`src/rtl/riscv_ctrl_pkg.sv`:
```
// Shared encodings for the multicycle controller, immediate generator and ALU control.
package riscv_ctrl_pkg;

  localparam int unsigned INST_W   = 32;
  localparam int unsigned OPCODE_W = 7;

  // Supported base opcodes
  localparam logic [OPCODE_W-1:0] OPC_LOAD   = 7'b0000011;
  localparam logic [OPCODE_W-1:0] OPC_STORE  = 7'b0100011;
  localparam logic [OPCODE_W-1:0] OPC_OPIMM  = 7'b0010011;
  localparam logic [OPCODE_W-1:0] OPC_OP     = 7'b0110011;
  localparam logic [OPCODE_W-1:0] OPC_BRANCH = 7'b1100011;

  typedef enum logic [2:0] {
    ST_FETCH  = 3'd0,
    ST_DECODE = 3'd1,
    ST_EXEC   = 3'd2,
    ST_MEM    = 3'd3,
    ST_WB     = 3'd4,
    ST_HALT   = 3'd5
  } state_t;

  typedef enum logic [1:0] {
    IMM_I = 2'b00,
    IMM_S = 2'b01,
    IMM_B = 2'b10
  } imm_sel_t;

  typedef enum logic [1:0] {
    ALU_ADD   = 2'b00,
    ALU_SUB   = 2'b01,
    ALU_FUNCT = 2'b10
  } alu_op_t;

  typedef enum logic [2:0] {
    CLS_NONE   = 3'd0,
    CLS_LOAD   = 3'd1,
    CLS_STORE  = 3'd2,
    CLS_OPIMM  = 3'd3,
    CLS_OP     = 3'd4,
    CLS_BRANCH = 3'd5
  } op_class_t;

  // Static per-opcode control bundle produced by ctrl_decode
  typedef struct packed {
    op_class_t cls;
    logic      legal;
    imm_sel_t  imm_sel;
    logic      alu_src;
    alu_op_t   alu_op;
    logic      mem_to_reg;
  } ctrl_dec_t;

  // True for instructions that take a MEM cycle
  function automatic logic is_mem_op(input op_class_t cls);
    return (cls == CLS_LOAD) || (cls == CLS_STORE);
  endfunction

endpackage

```
`src/rtl/ctrl_decode.sv`:
```
// Combinational opcode decoder: instruction class plus per-instruction static controls.
module ctrl_decode
  import riscv_ctrl_pkg::*;
(
  input  logic [OPCODE_W-1:0] i_opcode,
  output ctrl_dec_t           o_dec
);

  // Opcode lookup; unsupported opcodes leave legal=0 and all controls at their neutral values
  always_comb begin
    o_dec            = '0;
    o_dec.cls        = CLS_NONE;
    o_dec.imm_sel    = IMM_I;
    o_dec.alu_op     = ALU_ADD;
    case (i_opcode)
      OPC_LOAD: begin
        o_dec.cls        = CLS_LOAD;
        o_dec.legal      = 1'b1;
        o_dec.imm_sel    = IMM_I;
        o_dec.alu_src    = 1'b1;
        o_dec.alu_op     = ALU_ADD;
        o_dec.mem_to_reg = 1'b1;
      end
      OPC_STORE: begin
        o_dec.cls     = CLS_STORE;
        o_dec.legal   = 1'b1;
        o_dec.imm_sel = IMM_S;
        o_dec.alu_src = 1'b1;
        o_dec.alu_op  = ALU_ADD;
      end
      OPC_OPIMM: begin
        o_dec.cls     = CLS_OPIMM;
        o_dec.legal   = 1'b1;
        o_dec.imm_sel = IMM_I;
        o_dec.alu_src = 1'b1;
        o_dec.alu_op  = ALU_FUNCT;
      end
      OPC_OP: begin
        o_dec.cls     = CLS_OP;
        o_dec.legal   = 1'b1;
        o_dec.alu_src = 1'b0;
        o_dec.alu_op  = ALU_FUNCT;
      end
      OPC_BRANCH: begin
        o_dec.cls     = CLS_BRANCH;
        o_dec.legal   = 1'b1;
        o_dec.imm_sel = IMM_B;
        o_dec.alu_src = 1'b0;
        o_dec.alu_op  = ALU_SUB;
      end
      default: ;
    endcase
  end

endmodule

```
`src/rtl/multicycle_ctrl.sv`:
```
// Multicycle RV32 subset controller: FETCH/DECODE/EXEC/MEM/WB sequencing plus retired-instruction counter.
module multicycle_ctrl
  import riscv_ctrl_pkg::*;
#(
  parameter int unsigned CNT_W = 32
) (
  input  logic              clk,
  input  logic              reset,
  input  logic [INST_W-1:0] inst_code,
  input  logic              mem_ready,
  input  logic              alu_zero,
  output logic              mem_req,
  output logic              mem_we,
  output logic              ir_write,
  output logic              pc_write,
  output logic              pc_branch,
  output logic              reg_write,
  output logic              alu_src,
  output logic              mem_to_reg,
  output logic [1:0]        imm_sel,
  output logic [1:0]        alu_op,
  output logic              illegal,
  output logic [CNT_W-1:0]  retired
);

  state_t           r_state;
  state_t           w_next_state;
  logic             w_retire;
  logic [CNT_W-1:0] r_retired;
  ctrl_dec_t        w_dec;
  logic             w_unused_inst;

  // Only the opcode field steers the controller; funct/register fields go to the datapath
  assign w_unused_inst = ^inst_code[INST_W-1:OPCODE_W];

  ctrl_decode u_decode (
    .i_opcode (inst_code[OPCODE_W-1:0]),
    .o_dec    (w_dec)
  );

  // State register with synchronous reset; reset abandons any in-flight memory request
  always_ff @(posedge clk) begin
    if (reset) begin
      r_state <= ST_FETCH;
    end else begin
      r_state <= w_next_state;
    end
  end

  // Retired counter: bumps on every instruction-completing transition into FETCH, wraps naturally
  always_ff @(posedge clk) begin
    if (reset) begin
      r_retired <= '0;
    end else if (w_retire) begin
      r_retired <= r_retired + CNT_W'(1);
    end
  end

  assign retired = r_retired;

  // Next-state and control decode; everything stays quiet while reset is held
  always_comb begin
    w_next_state = r_state;
    w_retire     = 1'b0;
    mem_req      = 1'b0;
    mem_we       = 1'b0;
    ir_write     = 1'b0;
    pc_write     = 1'b0;
    pc_branch    = 1'b0;
    reg_write    = 1'b0;
    alu_src      = 1'b0;
    mem_to_reg   = 1'b0;
    imm_sel      = IMM_I;
    alu_op       = ALU_ADD;
    illegal      = 1'b0;

    if (!reset) begin
      // Static controls follow the instruction register from DECODE until it completes
      if ((r_state == ST_DECODE) || (r_state == ST_EXEC) ||
          (r_state == ST_MEM)    || (r_state == ST_WB)) begin
        imm_sel    = w_dec.imm_sel;
        alu_src    = w_dec.alu_src;
        alu_op     = w_dec.alu_op;
        mem_to_reg = w_dec.mem_to_reg;
      end

      case (r_state)
        ST_FETCH: begin
          mem_req = 1'b1;
          if (mem_ready) begin
            ir_write     = 1'b1;
            pc_write     = 1'b1;
            w_next_state = ST_DECODE;
          end
        end
        ST_DECODE: begin
          w_next_state = w_dec.legal ? ST_EXEC : ST_HALT;
        end
        ST_EXEC: begin
          case (w_dec.cls)
            CLS_LOAD, CLS_STORE: w_next_state = ST_MEM;
            CLS_OPIMM, CLS_OP:   w_next_state = ST_WB;
            CLS_BRANCH: begin
              pc_branch    = alu_zero;
              w_retire     = 1'b1;
              w_next_state = ST_FETCH;
            end
            default:             w_next_state = ST_HALT;
          endcase
        end
        ST_MEM: begin
          mem_req = is_mem_op(w_dec.cls);
          mem_we  = (w_dec.cls == CLS_STORE);
          if (mem_ready) begin
            if (w_dec.cls == CLS_STORE) begin
              w_retire     = 1'b1;
              w_next_state = ST_FETCH;
            end else begin
              w_next_state = ST_WB;
            end
          end
        end
        ST_WB: begin
          reg_write    = 1'b1;
          w_retire     = 1'b1;
          w_next_state = ST_FETCH;
        end
        ST_HALT: begin
          illegal = 1'b1;
        end
        default: begin
          w_next_state = ST_HALT;
        end
      endcase
    end
  end

endmodule
```
`config.mk`:
```
export PLATFORM = sky130hd
export DESIGN_NAME = multicycle_ctrl
export DESIGN_NICKNAME = d
export VERILOG_FILES = /design/src/rtl/riscv_ctrl_pkg.sv /design/src/rtl/ctrl_decode.sv /design/src/rtl/multicycle_ctrl.sv
export SDC_FILE = /design/constraint.sdc
export NUM_CORES = 1
export LEC_CHECK = 0
export CAP_MARGIN = 20
export CORE_MARGIN = 4
export CORE_UTILIZATION = 47
export CTS_CLUSTER_SIZE = 25
export DETAILED_ROUTE_END_ITERATION = 10
export HOLD_SLACK_MARGIN = 0.1
export PLACE_DENSITY = 0.86
export SLEW_MARGIN = 30
export SYNTH_ARGS = -nofsm -noshare
export SYNTH_HDL_FRONTEND = slang
export SYNTH_SLANG_ARGS = --single-unit
export TNS_END_PERCENT = 10
```
`constraint.sdc`:
```
create_clock -name clk -period 5.4 [get_ports clk]
set_input_delay 1.08 -clock clk [delete_from_list [all_inputs] [get_ports clk]]
set_output_delay 1.08 -clock clk [all_outputs]
set_load 0.05 [all_outputs]
```
==> results of run 1 <==
==> metal layers <==
metal	up-vias	share of wire (%)	wire length (µm)
li1	957	-	-
met5	-	0	0
met4	0	0.87	42
met1	938	45	2160
met3	7	6.7	323
met2	65	48	2320
==> where the power goes <==
group,switching [µW],internal [µW],leakage [µW],total (µW)
combinational,30.9,19.9,0.000612,50.8
sequential,5.32,260,0.000282,265
clock,85.8,85.8,0.0000371,172
total,122,366,0.000931,488
==> cell type report <==
type / instances / area, µm² / share of cell area [%]
well taps: 50 / 62.6 / 2.34
flip-flops and latches: 35 / 701 / 26.2
repair buffers: 58 / 573 / 21.4
multi-input cells: 179 / 1240 / 46.4
clock buffers: 6 / 72.6 / 2.71
inverters: 7 / 26.3 / 0.981
==> cells in the mapped netlist, drive strengths merged (3+ instances only) <==
library cell	n
nand2b	3
o2111ai	14
a211oi	5
inv	7
or3	3
clkbuf	6
o31ai	4
buf	10
or4	3
nand4	4
dfxtp	35
nand2	12
a21oi	16
nand3	7
o21ai	9
xor2	18
xnor2	5
and3	7
nor2	36
nor3	10
==> final timing paths <==
kind | cells after the start | end | slack, ns | startpoint
setup reg to reg | 6 | retired[17] | 3.17 | r_state[0]
hold / removal | 2 | retired[31] | 0.48 | retired[31]
hold reg to reg | 2 | retired[31] | 0.48 | retired[31]
setup / recovery | 5 | alu_op[0] | 0.89 | inst_code[6]
==> cell families after synthesis <==
logic type               count (synthesis)  share of synthesized area, %
AO/OA/AOI/OAI                           57                          20.0
XOR/XNOR                                23                          9.86
adder cells (fa/ha/maj)                  1                         0.612
buffers and inverters                   23                          5.20
flip-flops                              35                          34.3
multiplexers                             1                         0.490
AND/OR/NAND/NOR                         97                          29.5
==> critical path, delay by kind of cell <==
kind / cells / cell delay [ns]
AND/OR/NAND/NOR: 1 / 0.30
buffers and inverters: 3 / 1.62
AO/OA/AOI/OAI: 1 / 0.42
==> through the flow <==
step                power, µW  utilization [%]
floorplan                 303                -
global placement          321             63.3
detailed placement        322             63.3
CTS                       490             65.1
global route              504             65.1
finish                    488             65.1
==> flip-flops by register name, indices dropped and copies added (netlist names) <==
register,cells
retired,32
r_state,3
==> run metrics, run 1 <==
grt peak-use layer=met2; CORE AREA=roughly 4000 µm²; filler cell count=about 350; DP Worst Slack=between 0.8 and 0.9 ns; worst slew margin relative to its limit=a little over three fifths; setup TNS=0 ns; CTS sink count=35; met3 GRT Util=between 3 and 4%; most frequent cells in the layout=55 x clkdlybuf4s50_1, 35 x dfxtp_1, 34 x nor2_1, 18 x xor2_1, 16 x a21oi_1; Overflow after GRT=0; first-pass GRT wire length=a little over 8000 µm; Post-DP Area=approximately 2600 µm²; Hold WS=0.485 ns; sequential fraction of the synthesis area=between 30% and 40%; Hold Fails Final Rpt=0; Worst setup EP type=output pin; PwrDens=around 180 nW/µm²; clock-pin transition on the worst setup and hold timing paths=0.06 ns; async set or reset register ratio after synthesis=0%; WL/cell=between 10 and 15 µm; M2 GR Usage=slightly above 30%; CTS tree=built; Min-Delay Path Class=flip-flop to flip-flop; hold_buf cts=0; CTS Buf Count=5; Site Rows=23; Synth top area share=34.3%; Mapped Avg Cell Area=roughly 8.6 µm²; Worst Path Required=~4.3 ns; vias per cell=around 5.9; fin nets=between 300 and 400; maxcap violations=0; crit path time final=4.51 ns; placed cell count=~330; antenna violations before repair=0; # resized after CTS=0; 1st-pass router iterations=4; met1 Usage GRT=roughly 25%; largest net degree at the start of global routing=44; die span in x=between 70 and 80 µm; fin. max-slew vios=0; Skew-Pair Late Insertion Delay=0.29 ns; hpwl dp=3500 µm; share of layout cells above drive strength 1=approximately 8.4%; Least-Margin Pin Slew=approximately 0.56 ns; top cells by area, synth=dfxtp_1 34%, xor2_1 7.7%, nor2_1 6.2%; I/O pin cnt=81; Final WS setup=slightly below 0.9 ns; DRT iter0 DRCs=~180; Post-Layout Cell Count=about 340; Top cell by count, worst path=clkdlybuf4s50_1; port bufs=55; gr usage total=18.8%; Yosys cell types=50; clock root cell=clkbuf_8; H-tree Lvls=2; Mapped Area=around 2000 µm²; die extent in y=roughly 74 µm; fin area=roughly 2700 µm²; initial core utilization=approximately half; post-CTS setup buffers=0; Clock Skew=about 0.0031 ns; slowest stage delay, CP=~0.90 ns; Die Area=approximately 5500 µm²; Max Freq=between 200 and 250 MHz; Post-synth EDFFs=0; status=finished clean; fin crit share=between 80% and 90%; crit-path cells=clkdlybuf4s50_1 -> inv_1 -> or2_2 -> a2111oi_1 -> clkdlybuf4s50_1; drt total wl=a little under 5000 µm; Critical Path AT=3.43 ns; Mapped Cells=237; Yosys warning count=0; RSZ-0062 raised after global routing=false; Synth Flop Type=dfxtp_1; Residual DRC=0; synth-to-layout area growth=31.0%; Max VDD drop=roughly 0.12 mV; DR vias=just under 2000; area leader, netlist=dfxtp_1; Setup crit start kind=primary input; Seq cells post-synth=35; Leak=0.000931 µW; Syn Nets=roughly 270; vias in the first global route=~1800; gpl congestion=around 0.85; commonest non-fill, non-tap cell in the layout=clkdlybuf4s50_1; critical setup path kind=primary input to output pin; highest-delay cell along the critical path=clkdlybuf4s50_1; diode count=0; CP max FO=8; Detail Route Antenna Nets=0; maximum root-to-sink buffer count=2; Setup-failing EPs final=0
(Power assumes the default switching activity.)
==> inputs of run 2 (changes only) <==
Settings changed: CORE_UTILIZATION 47 to 44, PLACE_DENSITY 0.86 to 0.81.
Clock period 5.4 ns to 4.2 ns, I/O delays scaled along.
==> run 2 against run 1 <==
Against the previous run: setup slack worse by 0.23 ns; hold slack worse by 0.0012 ns; via count is 0.76% higher; combinational power is 38% higher; sequential power is 29% higher; die area is 6.1% higher; wire length is 4.8% higher; critical endpoint is now imm_sel[1].
==> run metrics, run 2 (synthesis results as in run 1) <==
Critical Path Start=inst_code[6] (unchanged); I/O pin cnt=81 (unchanged); maxcap violations=0 (unchanged); Final WS setup=0.663 ns (was 0.891 ns); worst reg2reg path endpoint=retired[19] (was retired[17]); WL/cell=15.0 µm (was 14.5 µm); Setup crit start kind=primary input (unchanged); critical setup path kind=primary input to output pin (unchanged); Critical Path AT=2.70 ns (was 3.43 ns); RSZ-0062 raised after global routing=false (unchanged); CTS Buf Count=5 (unchanged); vias in the first global route=1863 (was 1751); setup TNS=0 ns (unchanged); Hold WS=0.483 ns (was 0.485 ns); hold_buf cts=0 (unchanged); die extent in y=76.1 µm (was 73.9 µm); hold-critical path depth=2 (unchanged); synth-to-layout area growth=37.3% (was 31.0%); first-pass GRT wire length=8540 µm (was 8060 µm); initial core utilization=46.3% (was 49.7%); Hold Fails Final Rpt=0 (unchanged); post-CTS setup buffers=0 (unchanged); fin nets=323 (unchanged); status=finished clean (unchanged); diode count=0 (unchanged); clock-pin transition on the worst setup and hold timing paths=0.06 ns (about the same); antenna violations before repair=0 (unchanged); port bufs=55 (unchanged); placed cell count=331 (was 329); Max VDD drop=0.185 mV (was 0.116 mV); hold path start=retired[31] (unchanged); maximum root-to-sink buffer count=2 (unchanged); DRT iter0 DRCs=124 (was 176); gr usage total=17.4% (was 18.8%); most frequent cells in the layout=42 x clkdlybuf4s50_1, 35 x dfxtp_1, 34 x nor2_1, 18 x xor2_1, 16 x a21oi_1 (was 55 x clkdlybuf4s50_1, 35 x dfxtp_1, 34 x nor2_1, 18 x xor2_1, 16 x a21oi_1); Die Area=5800 µm² (was 5470 µm²); CORE AREA=4410 µm² (was 4120 µm²); share of layout cells above drive strength 1=13.9% (was 8.42%); Overflow after GRT=0 (unchanged); vias per cell=5.85 (was 5.87); CTS sink count=35 (unchanged); Skew-Pair Late Insertion Delay=0.28 ns (was 0.29 ns); DR vias=1982 (was 1967); PwrDens=240 nW/µm² (was 182 nW/µm²); drt total wl=5080 µm (was 4850 µm); hpwl dp=3660 µm (was 3500 µm); gpl congestion=0.842 (was 0.849); Max Freq=approximately 280 MHz; CTS tree=built (unchanged); commonest non-fill, non-tap cell in the layout=clkdlybuf4s50_1 (unchanged); 1st-pass router iterations=4 (unchanged); Worst Path Required=3.36 ns (was 4.32 ns); fin. max-slew vios=0 (unchanged); clock root cell=clkbuf_8 (unchanged); DP Worst Slack=0.668 ns (was 0.859 ns); worst-case reg-to-reg path depth=6 (unchanged); Setup-failing EPs final=0 (unchanged); # resized after CTS=0 (unchanged); CP max FO=8 (unchanged); fin crit share=84.2%; die span in x=76.1 µm (was 73.9 µm); Hold Path End=retired[31] (unchanged); Post-Layout Cell Count=339 (was 335); H-tree Lvls=2 (unchanged); reg2reg setup slack=1.92 ns (was 3.17 ns); Worst setup EP type=output pin (unchanged); worst slew margin relative to its limit=53.8% (was 62.4%); Site Rows=24 (was 23); Least-Margin Pin Slew=0.692 ns (was 0.563 ns); Detail Route Antenna Nets=0 (unchanged); Leak=0.000999 µW (was 0.000931 µW); reg2reg start=r_state[0] (unchanged); Clock Skew=0.00590 ns (was 0.00307 ns); Min-Delay Path Class=flip-flop to flip-flop (unchanged); largest net degree at the start of global routing=30 (was 44); Largest register FFs=32 (unchanged); crit path time final=between 3 and 4 ns; Residual DRC=0 (unchanged)
run 2: changes by cell type in the layout (fill, tap and decap cells not counted), sizes merged:
cell,before,now
buf,3,16
clkbuf,6,8
clkdlybuf4s50,55,42
run 2: routing by layer:
layer	vias up	wire, µm	track usage (%)
met2	58	2480	27.4
li1	968	-	-
met3	11	264	3.78
met1	945	2240	22.4
met4	0	99	8.22
met5	-	0	0
run 2: where the power goes:
part / internal, µW / leakage (µW) / switching, µW
Combinational: 28.2 / 0.000665 / 42.1
Clock: 150 / 0.0000515 / 113
Sequential: 334 / 0.000282 / 6.89
run 2: stage by stage:
stage	utilization, %	cell area [µm²]	total power (µW)
2_1_floorplan	-	2050	390
3_3_place_gp	61.3	2710	417
3_5_place_dp	61.3	2710	418
4_1_cts	63.5	2810	679
5_1_grt	63.5	2810	699
6_report	63.5	2810	674
run 2: layout make-up:
class	instances	area [µm²]
clock buffer	8	100
tap	52	65.1
inverter	7	26.3
multi-input combinational	179	1250
fill	369	1610
timing repair buffer	58	666
sequential	35	701
run 2: worst max-delay path by stage:
stage	to	cells after the start
CTS	imm_sel[1]	5
finish	imm_sel[1]	5
detailed placement	imm_sel[1]	5
global route	imm_sel[1]	5
floorplan	imm_sel[1]	4
global placement	alu_op[0]	5
run 2: worst max-delay path: stages:
cell and delay, ns:
clkdlybuf4s50_1 0.64, inv_1 0.06, or2_2 0.31, a2111oi_2 0.62, buf_12 0.22
